File: config.mk
export PLATFORM = sky130hd
export DESIGN_NAME = packer_flat
export DESIGN_NICKNAME = d
export VERILOG_FILES = /design/src/rtl/packer_if.sv /design/src/rtl/packer.sv /design/src/flat_wrapper.sv
export SDC_FILE = /design/constraint.sdc
export NUM_CORES = 1
export LEC_CHECK = 0
export CAP_MARGIN = 40
export CORE_MARGIN = 1.5
export CORE_UTILIZATION = 49
export DETAILED_ROUTE_END_ITERATION = 16
export HOLD_SLACK_MARGIN = 0.02
export MAX_ROUTING_LAYER = met4
export PLACE_DENSITY = 0.76
export SYNTH_ARGS = -nofsm -noshare
export SYNTH_HDL_FRONTEND = slang
export SYNTH_SLANG_ARGS = --single-unit
File: constraint.sdc
create_clock -name clk_i -period 2.5 [get_ports clk_i]
set_clock_uncertainty 0.2 [all_clocks]
set_input_delay 0.5 -clock clk_i [delete_from_list [all_inputs] [get_ports clk_i]]
set_output_delay 0.5 -clock clk_i [all_outputs]
set_load 0.1 [all_outputs]
File: src/rtl/packer_if.sv
// rtl/packer_if.sv - valid/ready stream bundle carrying data and an end-of-frame marker
interface packer_if #(
   parameter int width_p = 8
);
   logic [width_p-1:0] tdata;
   logic               tlast;
   logic               tvalid;
   logic               tready;

   modport master (output tdata, output tlast, output tvalid, input tready);
   modport slave  (input tdata, input tlast, input tvalid, output tready);
endinterface

File: src/rtl/packer.sv
// rtl/packer.sv - packs num_packed_p narrow elements LSB-first into one registered output word
module packer #(
   parameter int unpacked_p   = 2,
   parameter int num_packed_p = 4,
   parameter int bus_width_p  = unpacked_p * num_packed_p
) (
   input  logic      clk_i,
   input  logic      reset_ni,
   packer_if.slave   in_s,
   packer_if.master  out_m
);
   localparam int cnt_w = $clog2(num_packed_p);

   if (bus_width_p != unpacked_p * num_packed_p) begin : g_bad_width
      $error("packer: bus_width_p must equal unpacked_p*num_packed_p");
   end
   if (num_packed_p < 2 || (num_packed_p & (num_packed_p - 1)) != 0) begin : g_bad_num
      $error("packer: num_packed_p must be a power of two >= 2");
   end

   logic [bus_width_p-1:0] acc_r;
   logic [cnt_w-1:0]       count_r;
   logic [bus_width_p-1:0] out_r;
   logic                   out_valid_r;
   logic                   out_last_r;

   logic                   ready;
   logic                   in_fire;
   logic                   out_fire;
   logic                   word_done;
   logic [bus_width_p-1:0] merged;
   logic [bus_width_p-1:0] flushed;

   // Input readiness looks only at the output register, so a stalled word freezes the accumulator.
   assign ready     = !out_valid_r || out_m.tready;
   assign in_fire   = in_s.tvalid && ready;
   assign out_fire  = out_valid_r && out_m.tready;
   assign word_done = in_fire && ((count_r == cnt_w'(num_packed_p - 1)) || in_s.tlast);

   always_comb begin
      merged  = acc_r;
      flushed = '0;
      for (int e = 0; e < num_packed_p; e++) begin
         if (e == int'(count_r)) begin
            merged[e*unpacked_p +: unpacked_p] = in_s.tdata;
         end
      end
      for (int e = 0; e < num_packed_p; e++) begin
         if (e <= int'(count_r)) begin
            flushed[e*unpacked_p +: unpacked_p] = merged[e*unpacked_p +: unpacked_p];
         end
      end
   end

   always_ff @(posedge clk_i or negedge reset_ni) begin
      if (!reset_ni) begin
         acc_r       <= '0;
         count_r     <= '0;
         out_r       <= '0;
         out_valid_r <= 1'b0;
         out_last_r  <= 1'b0;
      end else begin
         if (out_fire) begin
            out_valid_r <= 1'b0;
         end
         // A completing element in the same cycle as out_fire reloads the word with no bubble.
         if (in_fire) begin
            if (word_done) begin
               out_r       <= flushed;
               out_last_r  <= in_s.tlast;
               out_valid_r <= 1'b1;
               acc_r       <= '0;
               count_r     <= '0;
            end else begin
               acc_r   <= merged;
               count_r <= count_r + 1'b1;
            end
         end
      end
   end

   assign in_s.tready  = ready;
   assign out_m.tdata  = out_r;
   assign out_m.tvalid = out_valid_r;
   assign out_m.tlast  = out_last_r;
endmodule

File: src/flat_wrapper.sv
// flat-port wrapper written by rule: the top's interface ports become plain ports
module packer_flat 
#(
   parameter int unpacked_p   = 2,
   parameter int num_packed_p = 4,
   parameter int bus_width_p  = unpacked_p * num_packed_p
)
  (clk_i, reset_ni, in_s_tdata, in_s_tlast, in_s_tvalid, in_s_tready, out_m_tdata, out_m_tlast, out_m_tvalid, out_m_tready);
  packer_if #(.width_p(2)) in_s_i ();
  packer_if #(.width_p(8)) out_m_i ();
  input  logic clk_i;
  input  logic reset_ni;
  input wire logic [$bits(in_s_i.tdata)-1:0] in_s_tdata;
  input wire logic [$bits(in_s_i.tlast)-1:0] in_s_tlast;
  input wire logic [$bits(in_s_i.tvalid)-1:0] in_s_tvalid;
  output wire logic [$bits(in_s_i.tready)-1:0] in_s_tready;
  output wire logic [$bits(out_m_i.tdata)-1:0] out_m_tdata;
  output wire logic [$bits(out_m_i.tlast)-1:0] out_m_tlast;
  output wire logic [$bits(out_m_i.tvalid)-1:0] out_m_tvalid;
  input wire logic [$bits(out_m_i.tready)-1:0] out_m_tready;
  assign in_s_i.tdata = in_s_tdata;
  assign in_s_i.tlast = in_s_tlast;
  assign in_s_i.tvalid = in_s_tvalid;
  assign in_s_tready = in_s_i.tready;
  assign out_m_tdata = out_m_i.tdata;
  assign out_m_tlast = out_m_i.tlast;
  assign out_m_tvalid = out_m_i.tvalid;
  assign out_m_i.tready = out_m_tready;
  packer #(.unpacked_p(unpacked_p), .num_packed_p(num_packed_p), .bus_width_p(bus_width_p)) u_core (.clk_i(clk_i), .reset_ni(reset_ni), .in_s(in_s_i), .out_m(out_m_i));
endmodule
; ---- Word-level counts from Yosys, hierarchy flattened
; Cells that the tools add are included.
[totals]
ff_bits = 20
input_bits = 7
word_cells = 33
[op_classes]
addsub = 1
n_lt_le_gt_ge = 3
n_eq_ne = 4
mux = 12
reduce_logical = 8
[op_table]
columns = op, count
row1 = two-way mux 2 bit, 8
row2 = two-way mux 8 bit, 1
row3 = equality test 2 bit (first input constant), 2
row4 = <= comparator 2 bit (first input constant), 2
row5 = logical AND 1 bit, 3
row6 = two-way mux 1 bit, 3
row7 = adder 2 x 1 -> 2 bit (second input constant), 1
row8 = equality test 1 x 2 -> 1 bit (first input constant), 1
row9 = equality test 2 bit (second input constant), 1
row10 = <= comparator 1 x 2 -> 1 bit (first input constant), 1
row11 = logical NOT 2 bit, 1
row12 = logical OR 1 bit, 2
row13 = AND reduction 2 bit, 1
row14 = logical NOT 1 bit, 1

; ---- Logic depth before layout (Yosys ltp)
; Gate-level depths: netlist of run 1.
[logic_depth]
ltp_word = 6
mapped_depth = 5
mapped_depth_nobuf = 5

; ---- Worst setup path before layout of run 1
; Ideal clock, no wire load.
[synth_path]
kind = flip-flop to flip-flop
from = reg u_core.out_valid_r, in the netlist u_core.out_m.tvalid
to = reg u_core.acc_r[0]
arrival_ps = 1778
required_ps = 2178
path_slack_ps = 401
stages_incl_launch_ff = 6
synth_period_minus_slack_ps = 2099
path_cell_list = dfrtp_1 nand2b_4 buf_6 and3_1 buf_6 a32o_1
[synth_between]
elab_chain_len = 5
[synth_lines]
columns = element, line
row1 = start: declaration, packer.sv:24  ; logic out_valid_r;
row2 = start signal: assignment, packer.sv:60  ; out_valid_r <= 1'b0;
row3 = start signal: assignment, packer.sv:64  ; out_valid_r <= 1'b0;
row4 = start signal: assignment, packer.sv:71  ; out_valid_r <= 1'b1;
row5 = logical NOT 1 bit (*), packer.sv:35  ; assign ready = !out_valid_r || out_m.tready;
row6 = logical OR 1 bit (*), packer.sv:35
row7 = net in_s_tready, flat_wrapper.sv:16  ; output wire logic [$bits(in_s_i.tready)-1:0] in_s_tready;
row8 = logical AND 1 bit (*), packer.sv:36  ; assign in_fire = in_s.tvalid && ready;
row9 = logical AND 1 bit, packer.sv:38  ; assign word_done = in_fire && ((count_r == cnt_w'(num_packed_p - 1)) || in_s.tlast);
row10 = two-way mux 8 bit, packer.sv:68  ; if (word_done) begin
row11 = end signal: assignment, packer.sv:75  ; acc_r <= merged;
row12 = end: declaration, packer.sv:21  ; logic [bus_width_p-1:0] acc_r;
; Mark *: on every way through the listed nets, which the timed path passes. The rest lies on a longest branch.
; A chain may end at the register's enable or synchronous reset.

; ---- Final worst setup path of run 1
[layout_path]
from = in out_m_tready
to = out in_s_tready
[layout_between]
elab_chain_len = 1
[layout_lines]
columns = element, line
row1 = start: declaration, flat_wrapper.sv:20  ; input wire logic [$bits(out_m_i.tready)-1:0] out_m_tready;
row2 = logical OR 1 bit, packer.sv:35
row3 = end: declaration, flat_wrapper.sv:16
; No other way between the ends.

==> results of run 1 <==
cells in the mapped netlist (2+ instances only):
cell      instances  area [sq um]
mux2i_1           2          20.0
nor2_1            3          11.3
mux2_4            4          60.1
a22o_1            3          26.3
inv_1             2          7.51
a32o_1            8          80.1
ha_1              4          50.1
buf_6             3          33.8
mux2_2            4          45.0
o211ai_1          3          22.5
dfrtp_1          18           450
power by group:
| group | switching [uW] | internal, uW | total (uW) |
|---|---|---|---|
| Clock | 88.2 | 88.5 | 177 |
| Combinational | 386 | 157 | 543 |
| Sequential | 35.6 | 350 | 385 |
cell usage in the layout (no fill, tap or decap), types with 2 or more instances in the layout:
cell type,instances
inv_1,2
mux2_2,4
mux2i_1,2
a22o_1,3
mux2_4,4
buf_4,11
clkdlybuf4s50_1,6
dfrtp_1,18
a32o_1,8
clkbuf_4,3
ha_1,4
nor2_1,3
o211ai_1,3
cells by family (layout without fill, tap and decap cells):
group                    Yosys count  count (layout)
flip-flops                        18              18
AO/OA/AOI/OAI                     17              17
AND/OR/NAND/NOR                   11              11
multiplexers                      10              10
buffers and inverters              6              24
adder cells (fa/ha/maj)            4               4
routing by layer:
metal | global-route usage, % | share of wire [%] | vias to the layer above | wire length, um
met3 | 2.38 | 4.6 | 2 | 71
li1 | - | - | 287 | -
met5 | - | 0 | - | 0
met2 | 28.3 | 48 | 17 | 750
met4 | 5.14 | 0.78 | 0 | 12
met1 | 21.4 | 46 | 305 | 713
sequential cells by signal (all words and copies together) (netlist names):
| register | count |
|---|---|
| u_core.out_m.tdata | 8 |
| u_core.count_r | 2 |
| u_core.out_m.tlast | 1 |
| u_core.acc_r | 6 |
| u_core.out_m.tvalid | 1 |
cell type report:
cell class | count | area [sq um] | share of cell area (%)
Clock buffer | 4 | 36.3 | 3.32
Sequential cell | 18 | 450 | 41.2
Multi-Input combinational cell | 42 | 404 | 37.0
Inverter | 2 | 7.51 | 0.687
Tap cell | 25 | 31.3 | 2.86
Timing Repair Buffer | 18 | 163 | 14.9
worst reg2reg max path: cells and delay by family, from the launching register on:
kind / cells / cell delay, ns
fa+ha+maj: 1 / 0.24
flops: 1 / 0.44
mux: 1 / 0.36
simple gates: 2 / 0.47
how the worst max path moves through the flow:
stage | start | endpoint | cells past startpoint
floorplan | u_core.out_m.tvalid$_DFF_PN0_ | u_core.acc_r[0]$_DFFE_PN0P_ | 5
detailed placement | in_s_tvalid | u_core.out_m.tdata[2]$_DFFE_PN0P_ | 3
global route | out_m_tready | in_s_tready | 3
finish | out_m_tready | in_s_tready | 3
CTS | out_m_tready | in_s_tready | 3
global placement | in_s_tlast | u_core.out_m.tdata[0]$_DFFE_PN0P_ | 4
metrics by stage:
stage | hold WS (ns) | power (uW) | std cells | instance area [sq um]
global route | 0.316 | 1160 | 109 | 1090
detailed placement | 0.281 | 938 | 105 | 1060
global placement | 0.272 | 929 | 105 | 1060
floorplan | 0.00441 | 824 | 66 | 900
finish | 0.302 | 1110 | 109 | 1090
CTS | 0.306 | 1120 | 109 | 1090
==> impl_metrics.tcl, run 1 <==
set metrics [dict create \
    critical-path-top-delay-family "buffers and inverters" \
    synth_area_sq_um 900 \
    status "finished, final reports clean" \
    grt_usage_pct 17.1 \
    hold_viol 0 \
    first_pass_iters 4 \
    grt_pass1_vias 572 \
    hold_depth 1 \
    fin_ws_ns 0.445 \
    crit_type "input pin to output pin" \
    antennaDiodeCount 0 \
    max_stage_delay_ns 0.46 \
    crit_buf_inv 2 \
    ant_nets 0 \
    drt_iter0_markers 6 \
    clk_latency_ns 0.28 \
    fp.dieH_um 45.8 \
    wl_per_cell_um 14.2 \
    synth.distinct_cells 23 \
    reg2reg_setup_slack_ns 0.69 \
    r2r-start "u_core.count_r[1]$_DFFE_PN0P_" \
    maxSlewViolCount 0 \
    synth_top_family_by_area "compound AO/OA/AOI/OAI gates" \
    cp_cell_sequence "clkdlybuf4s50_1 > nand2b_4 > buf_12" \
    antenna_found_initial 0 \
    leakage_uw 0.000526 \
    cts.sinks 18 \
    synth_adder_area_share_pct 5.56 \
    cp.arrival_ns 1.35 \
    clock.fmax_mhz 487 \
    setup_violations 0 \
    worst_setup_path_end_kind "output pin" \
    ctsResizeCount 0 \
    max_slew_margin_pct 77.5 \
    min_from "u_core.acc_r[3]$_DFFE_PN0P_" \
    syn_area_per_cell_sq_um 13.6 \
    fin_setup_tns_ns 0 \
    critPathSlowestCell "clkdlybuf4s50_1" \
    cts_max_path_buffers 2 \
    fin_crit_ns 2.05 \
    required_ns 1.80 \
    worst_hold_path_type "flip-flop to flip-flop" \
    routed_via_density 5.61 \
    grt_max_degree 19 \
    overflow 0 \
    drt-total-wl_um 1550 \
    die_w_um 45.8 \
    design.die.area_sq_um 2100 \
    clkTransAtPathRegs_ns 0.10 \
    grt_pass1_wl_um 2500 \
    ff2ff_path_depth 4 \
    syn_nets 77 \
    yosys.area_share.simple_pct 9.04 \
    muxShareOfSynthArea_pct 13.9 \
    syn_to_final_growth_pct 21.4 \
    n_fill_cell 153 \
    synth-xor-area-share_pct 0 \
    maxCapViolations 0 \
    numCtsBuffers 3 \
    period_share_pct 82.2 \
    synthCells 66 \
    synthArstFlopShare_pct 100 \
    drive_gt1_share_pct 34.5 \
    cts-root-buf "clkbuf_4" \
    min_to "u_core.acc_r[3]$_DFFE_PN0P_" \
    tightest_slew_ns 0.336 \
    startpoint_type "input pin" \
    r2r-end "u_core.out_m.tdata[0]$_DFFE_PN0P_" \
    io_pins 18 \
    postCtsHoldBufs 0 \
    rows 15 \
    initial_core_util_pct 52.1 \
    power_density_nw_per_um2 1010 \
    drcViolationCount 0 \
    postCtsSetupBuffers 0 \
    htreeDepth 1 \
    core_area_sq_um 1730 \
    post-dp-hpwl_um 1110 \
    rsz0062_at_grt "no" \
    cp_max_fo 10 \
    ys_ff_latch 18 \
    ir_worst_vdd_v 0.000616 \
    yosysSeqAreaShare_pct 50.1 \
    num_vias 611 \
    synth-compound-area-share_pct 16.4 \
    synth_ff_type "dfrtp_1" \
    gp_congestion 0.805 \
    yosys_warnings 0 \
    layout.nets 96 \
    cts_tree "built" \
    final_core_util_pct 63.3 \
    pre_cts_slack_ns 0.423 \
    synth_edf_count 0 \
    port_buffers 17 \
]
Power figures use the tool's default switching activity.
==> inputs of run 2 (changes only) <==
- clock period: 2.5 -> 2 ns (I/O delays scaled with it)
==> impl_metrics.tcl, run 2 (synthesis gave the netlist of run 1 again) <==
set metrics [dict create \
    fin_setup_tns_ns 0 \
    critPathSlowestCell "clkdlybuf4s50_1" \
    worst_setup_path_end_kind "output pin" \
    ctsResizeCount 0 \
    required_ns 1.40 \
    design.die.area_sq_um 2100 \
    ir_worst_vdd_v 0.000904 \
    switchingPower_uw 676 \
    layout.nets 98 \
    grt_pass1_wl_um 2730 \
    hold_viol 0 \
    routed_via_density 5.42 \
    cts_max_path_buffers 2 \
    largest_reg_flops 8 \
    overflow 0 \
    finalPower_uw 1540 \
    antennaDiodeCount 0 \
    layout.cells.most_common "dfrtp_1" \
    io_pins 18 \
    drive_gt1_share_pct 37.2 \
    p_clk_share_pct 15.1 \
    syn_to_final_growth_pct 37.1 \
    fin_crit_ns 1.86 \
    postCtsHoldBufs 0 \
    first_pass_iters 4 \
    startpoint_type "input pin" \
    rsz0062_at_grt "no" \
    grt_usage_pct 19.1 \
    drt-total-wl_um 1650 \
    power_density_nw_per_um2 1250 \
    core_area_sq_um 1730 \
    grt_max_degree 19 \
    max_stage_delay_ns 0.46 \
    leakage_uw 0.000569 \
    maxSlewViolCount 0 \
    grt_pass1_vias 610 \
    wl_per_cell_um 14.9 \
    placed_area_sq_um 1200 \
    final_cell_mix "dfrtp_1 (17), buf_12 (11), a32o_1 (8), clkdlybuf4s50_1 (6)" \
    crit_buf_inv 2 \
    cp_max_fo 10 \
    num_vias 602 \
    clkTransAtPathRegs_ns 0.11 \
    setup_violations 0 \
    clock.fmax_mhz 537 \
    die_w_um 45.8 \
    crit_type "input pin to output pin" \
    finalInstanceArea_sq_um 1230 \
    period_share_pct 93.1 \
    drt_iter0_markers 2 \
    cts.sinks 18 \
    numCtsBuffers 3 \
    fp.dieH_um 45.8 \
    htreeDepth 1 \
    cp_cell_sequence "clkdlybuf4s50_1 > nand2b_4 > buf_12" \
    cts-root-buf "clkbuf_4" \
    worst_hold_path_type "input pin to asynchronous set/reset pin" \
    max_slew_margin_pct 82.0 \
    ant_nets 0 \
    p_comb_share_pct 52.1 \
    status "finished, final reports clean" \
    antenna_found_initial 0 \
    clk_latency_ns 0.30 \
    postCtsSetupBuffers 0 \
    post-dp-hpwl_um 1200 \
    port_buffers 17 \
    critical-path-top-delay-family "buffers and inverters" \
    swShare_pct 43.9 \
    p_int_uw 863 \
    p_seq_share_pct 32.8 \
    maxCapViolations 0 \
    initial_core_util_pct 52.1 \
    gp_congestion 0.804 \
    cts_tree "built" \
    cp.arrival_ns 1.26 \
    tightest_slew_ns 0.269 \
    rows 15 \
    drcViolationCount 0 \
]
[run 2: cell count changes in the layout (fill, tap and decap cells not counted), sizes merged]
cell,change
buf,+2
[run 2: final cells by class]
type	instances	area (sq um)
inverter	2	7.51
multi-input combinational	42	404
tap	25	31.3
fill	135	493
clock buffer	4	36.3
sequential	18	452
timing repair buffer	20	303
[run 2: layer usage]
| metal | vias to the layer above | GRT usage, % | part of all wire (%) |
|---|---|---|---|
| li1 | 289 | - | - |
| met1 | 293 | 24.8 | 46 |
| met2 | 15 | 29.4 | 49 |
| met3 | 5 | 2.38 | 3.0 |
| met4 | 0 | 8.57 | 2.2 |
| met5 | - | - | 0 |
[run 2: power by group through the flow]
stage | Clock (uW) | Combinational, uW | Sequential (uW)
3_3_place_gp | 0 | 795 | 512
5_1_grt | 249 | 835 | 514
3_5_place_dp | 0 | 802 | 513
2_1_floorplan | 0 | 218 | 813
4_1_cts | 236 | 806 | 507
6_report | 233 | 801 | 505
[run 2: final timing paths]
path	slack [ns]	start	cells past startpoint	end
hold reg to reg	0.30	u_core.acc_r[1]$_DFFE_PN0P_	1	u_core.acc_r[1]$_DFFE_PN0P_
setup / recovery	0.14	out_m_tready	3	in_s_tready
min in group clk_i	0.30	u_core.acc_r[1]$_DFFE_PN0P_	1	u_core.acc_r[1]$_DFFE_PN0P_
setup reg to reg	0.18	u_core.count_r[0]$_DFFE_PN0P_	4	u_core.out_m.tdata[1]$_DFFE_PN0P_
max in group asynchronous	1.18	reset_ni	2	u_core.out_m.tvalid$_DFF_PN0_
hold / removal	0.21	reset_ni	2	u_core.out_m.tdata[5]$_DFFE_PN0P_
[run 2: worst reg2reg max path, delay by kind of cell, from the launching register on]
family     cells  cell delay [ns]
mux            2             0.63
buf+inv        1             0.13
flops          1             0.41
fa+ha+maj      1             0.33
[run 2: metrics by stage]
step           setup WS, ns  util, %  hold slack (ns)  instances
6_report              0.139     71.4            0.214        111
5_1_grt              0.0981     71.4            0.230        111
2_1_floorplan         0.134        -          -0.0956         66
4_1_cts               0.145     71.4            0.225        111
3_5_place_dp         0.0203     69.3            0.278        107
3_3_place_gp         0.0539     69.3            0.275        107
==> inputs of run 3 (changes only) <==
- CORE_UTILIZATION: 49 -> 45
- PLACE_DENSITY: 0.76 -> 0.7
==> impl_metrics.tcl, run 3 (synthesis gave the netlist of run 1 again) <==
set metrics [dict create \
    die_w_um 47.7 \
    antennaDiodeCount 0 \
    postCtsSetupBuffers 0 \
    grt_max_degree 19 \
    worst_hold_path_type "input pin to asynchronous set/reset pin" \
    maxSlewViolCount 0 \
    critical-path-top-delay-family "buffers and inverters" \
    period_share_pct 92.3 \
    clock.fmax_mhz 542 \
    cp.arrival_ns 1.25 \
    wl_per_cell_um 14.4 \
    fin_setup_tns_ns 0 \
    io_pins 18 \
    tightest_slew_ns 0.298 \
    crit_buf_inv 2 \
    max_slew_margin_pct 80.1 \
    num_vias 609 \
    syn_to_final_growth_pct 36.3 \
    design.die.area_sq_um 2280 \
    busiest_layer "met1" \
    fin_crit_ns 1.85 \
    cp_cell_sequence "clkdlybuf4s50_1 > nand2b_4 > buf_12" \
    final_cell_mix "dfrtp_1 (17), buf_12 (11), a32o_1 (8), clkdlybuf4s50_1 (6)" \
    ir_worst_vdd_v 0.000846 \
    layout.cells.most_common "dfrtp_1" \
    port_buffers 17 \
    ctsResizeCount 0 \
    p_int_uw 861 \
    fp.dieH_um 47.7 \
    finalPower_uw 1530 \
    switchingPower_uw 667 \
    status "finished, final reports clean" \
    p_seq_share_pct 33.1 \
    grt_use_met2_pct 22.1 \
    rows 15 \
    crit_type "input pin to output pin" \
    startpoint_type "input pin" \
    drt_iter0_markers 7 \
    grt_pass1_wl_um 2460 \
    p_comb_share_pct 52.1 \
    ant_nets 0 \
    p_clk_share_pct 14.8 \
    clkTransAtPathRegs_ns 0.10 \
    grt_pass1_vias 532 \
    cts.sinks 18 \
    gp_congestion 0.815 \
    max_stage_delay_ns 0.45 \
    maxCapViolations 0 \
    antenna_found_initial 0 \
    critPathSlowestCell "clkdlybuf4s50_1" \
    htreeDepth 1 \
    swShare_pct 43.6 \
    setup_violations 0 \
    postCtsHoldBufs 0 \
    first_pass_iters 4 \
    layout.nets 97 \
    clk_latency_ns 0.29 \
    grt_usage_pct 16.8 \
    cts-root-buf "clkbuf_4" \
    drt-total-wl_um 1590 \
    drive_gt1_share_pct 36.5 \
    core_area_sq_um 1800 \
    cts_tree "built" \
    drcViolationCount 0 \
    use_met1_pct 22.9 \
    required_ns 1.40 \
    post-dp-hpwl_um 1130 \
    cts_max_path_buffers 2 \
    worst_setup_path_end_kind "output pin" \
    leakage_uw 0.000564 \
    hold_viol 0 \
    finalInstanceArea_sq_um 1230 \
    largest_reg_flops 8 \
    overflow 0 \
    placed_area_sq_um 1190 \
    cp_max_fo 10 \
    final_core_util_pct 68.1 \
    use_met3_pct 4.53 \
    rsz0062_at_grt "no" \
    initial_core_util_pct 49.9 \
    numCtsBuffers 3 \
    routed_via_density 5.54 \
    power_density_nw_per_um2 1250 \
]
==> run 3: cell types whose count changed in the layout (fill, tap and decap cells not counted) <==
cell	delta
buf_4	-1
==> run 3: final timing paths <==
check	start	end	slack [ns]	cells past startpoint
min in group clk_i	u_core.acc_r[2]$_DFFE_PN0P_	u_core.acc_r[2]$_DFFE_PN0P_	0.30	1
worst max-delay path	out_m_tready	in_s_tready	0.15	3
worst max register to register	u_core.count_r[0]$_DFFE_PN0P_	u_core.out_m.tdata[0]$_DFFE_PN0P_	0.18	4
max in group asynchronous	reset_ni	u_core.out_m.tvalid$_DFF_PN0_	1.17	2
worst min-delay path	reset_ni	u_core.out_m.tdata[5]$_DFFE_PN0P_	0.23	2
worst min register to register	u_core.acc_r[2]$_DFFE_PN0P_	u_core.acc_r[2]$_DFFE_PN0P_	0.30	1
==> run 3: metal layers <==
metal / vias up / part of all wire (%)
met4: 0 / 1.4
met5: - / 0
met2: 15 / 45
met1: 303 / 49
li1: 287 / -
met3: 4 / 4.1
==> run 3: cell type report <==
| cell class | instances | area [sq um] |
|---|---|---|
| clock buffer | 4 | 36.3 |
| fill | 143 | 576 |
| inverter | 2 | 7.51 |
| multi-input combinational | 42 | 404 |
| sequential | 18 | 452 |
| tap | 25 | 31.3 |
| timing repair buffer | 19 | 295 |
==> run 3: through the flow <==
| stage | hold slack (ns) | worst slack (ns) | instances |
|---|---|---|---|
| after global routing | 0.249 | 0.126 | 110 |
| final | 0.226 | 0.154 | 110 |
| after global placement | 0.272 | 0.0467 | 106 |
| after detailed placement | 0.281 | 0.0352 | 106 |
| after floorplan | -0.0956 | 0.134 | 66 |
| after CTS | 0.223 | 0.151 | 110 |
==> run 3: power by group through the flow <==
stage	registers, uW	clock network [uW]	logic, uW
after CTS	507	236	801
after floorplan	813	0	218
final	506	225	797
after global placement	512	0	794
after detailed placement	514	0	801
after global routing	517	249	825
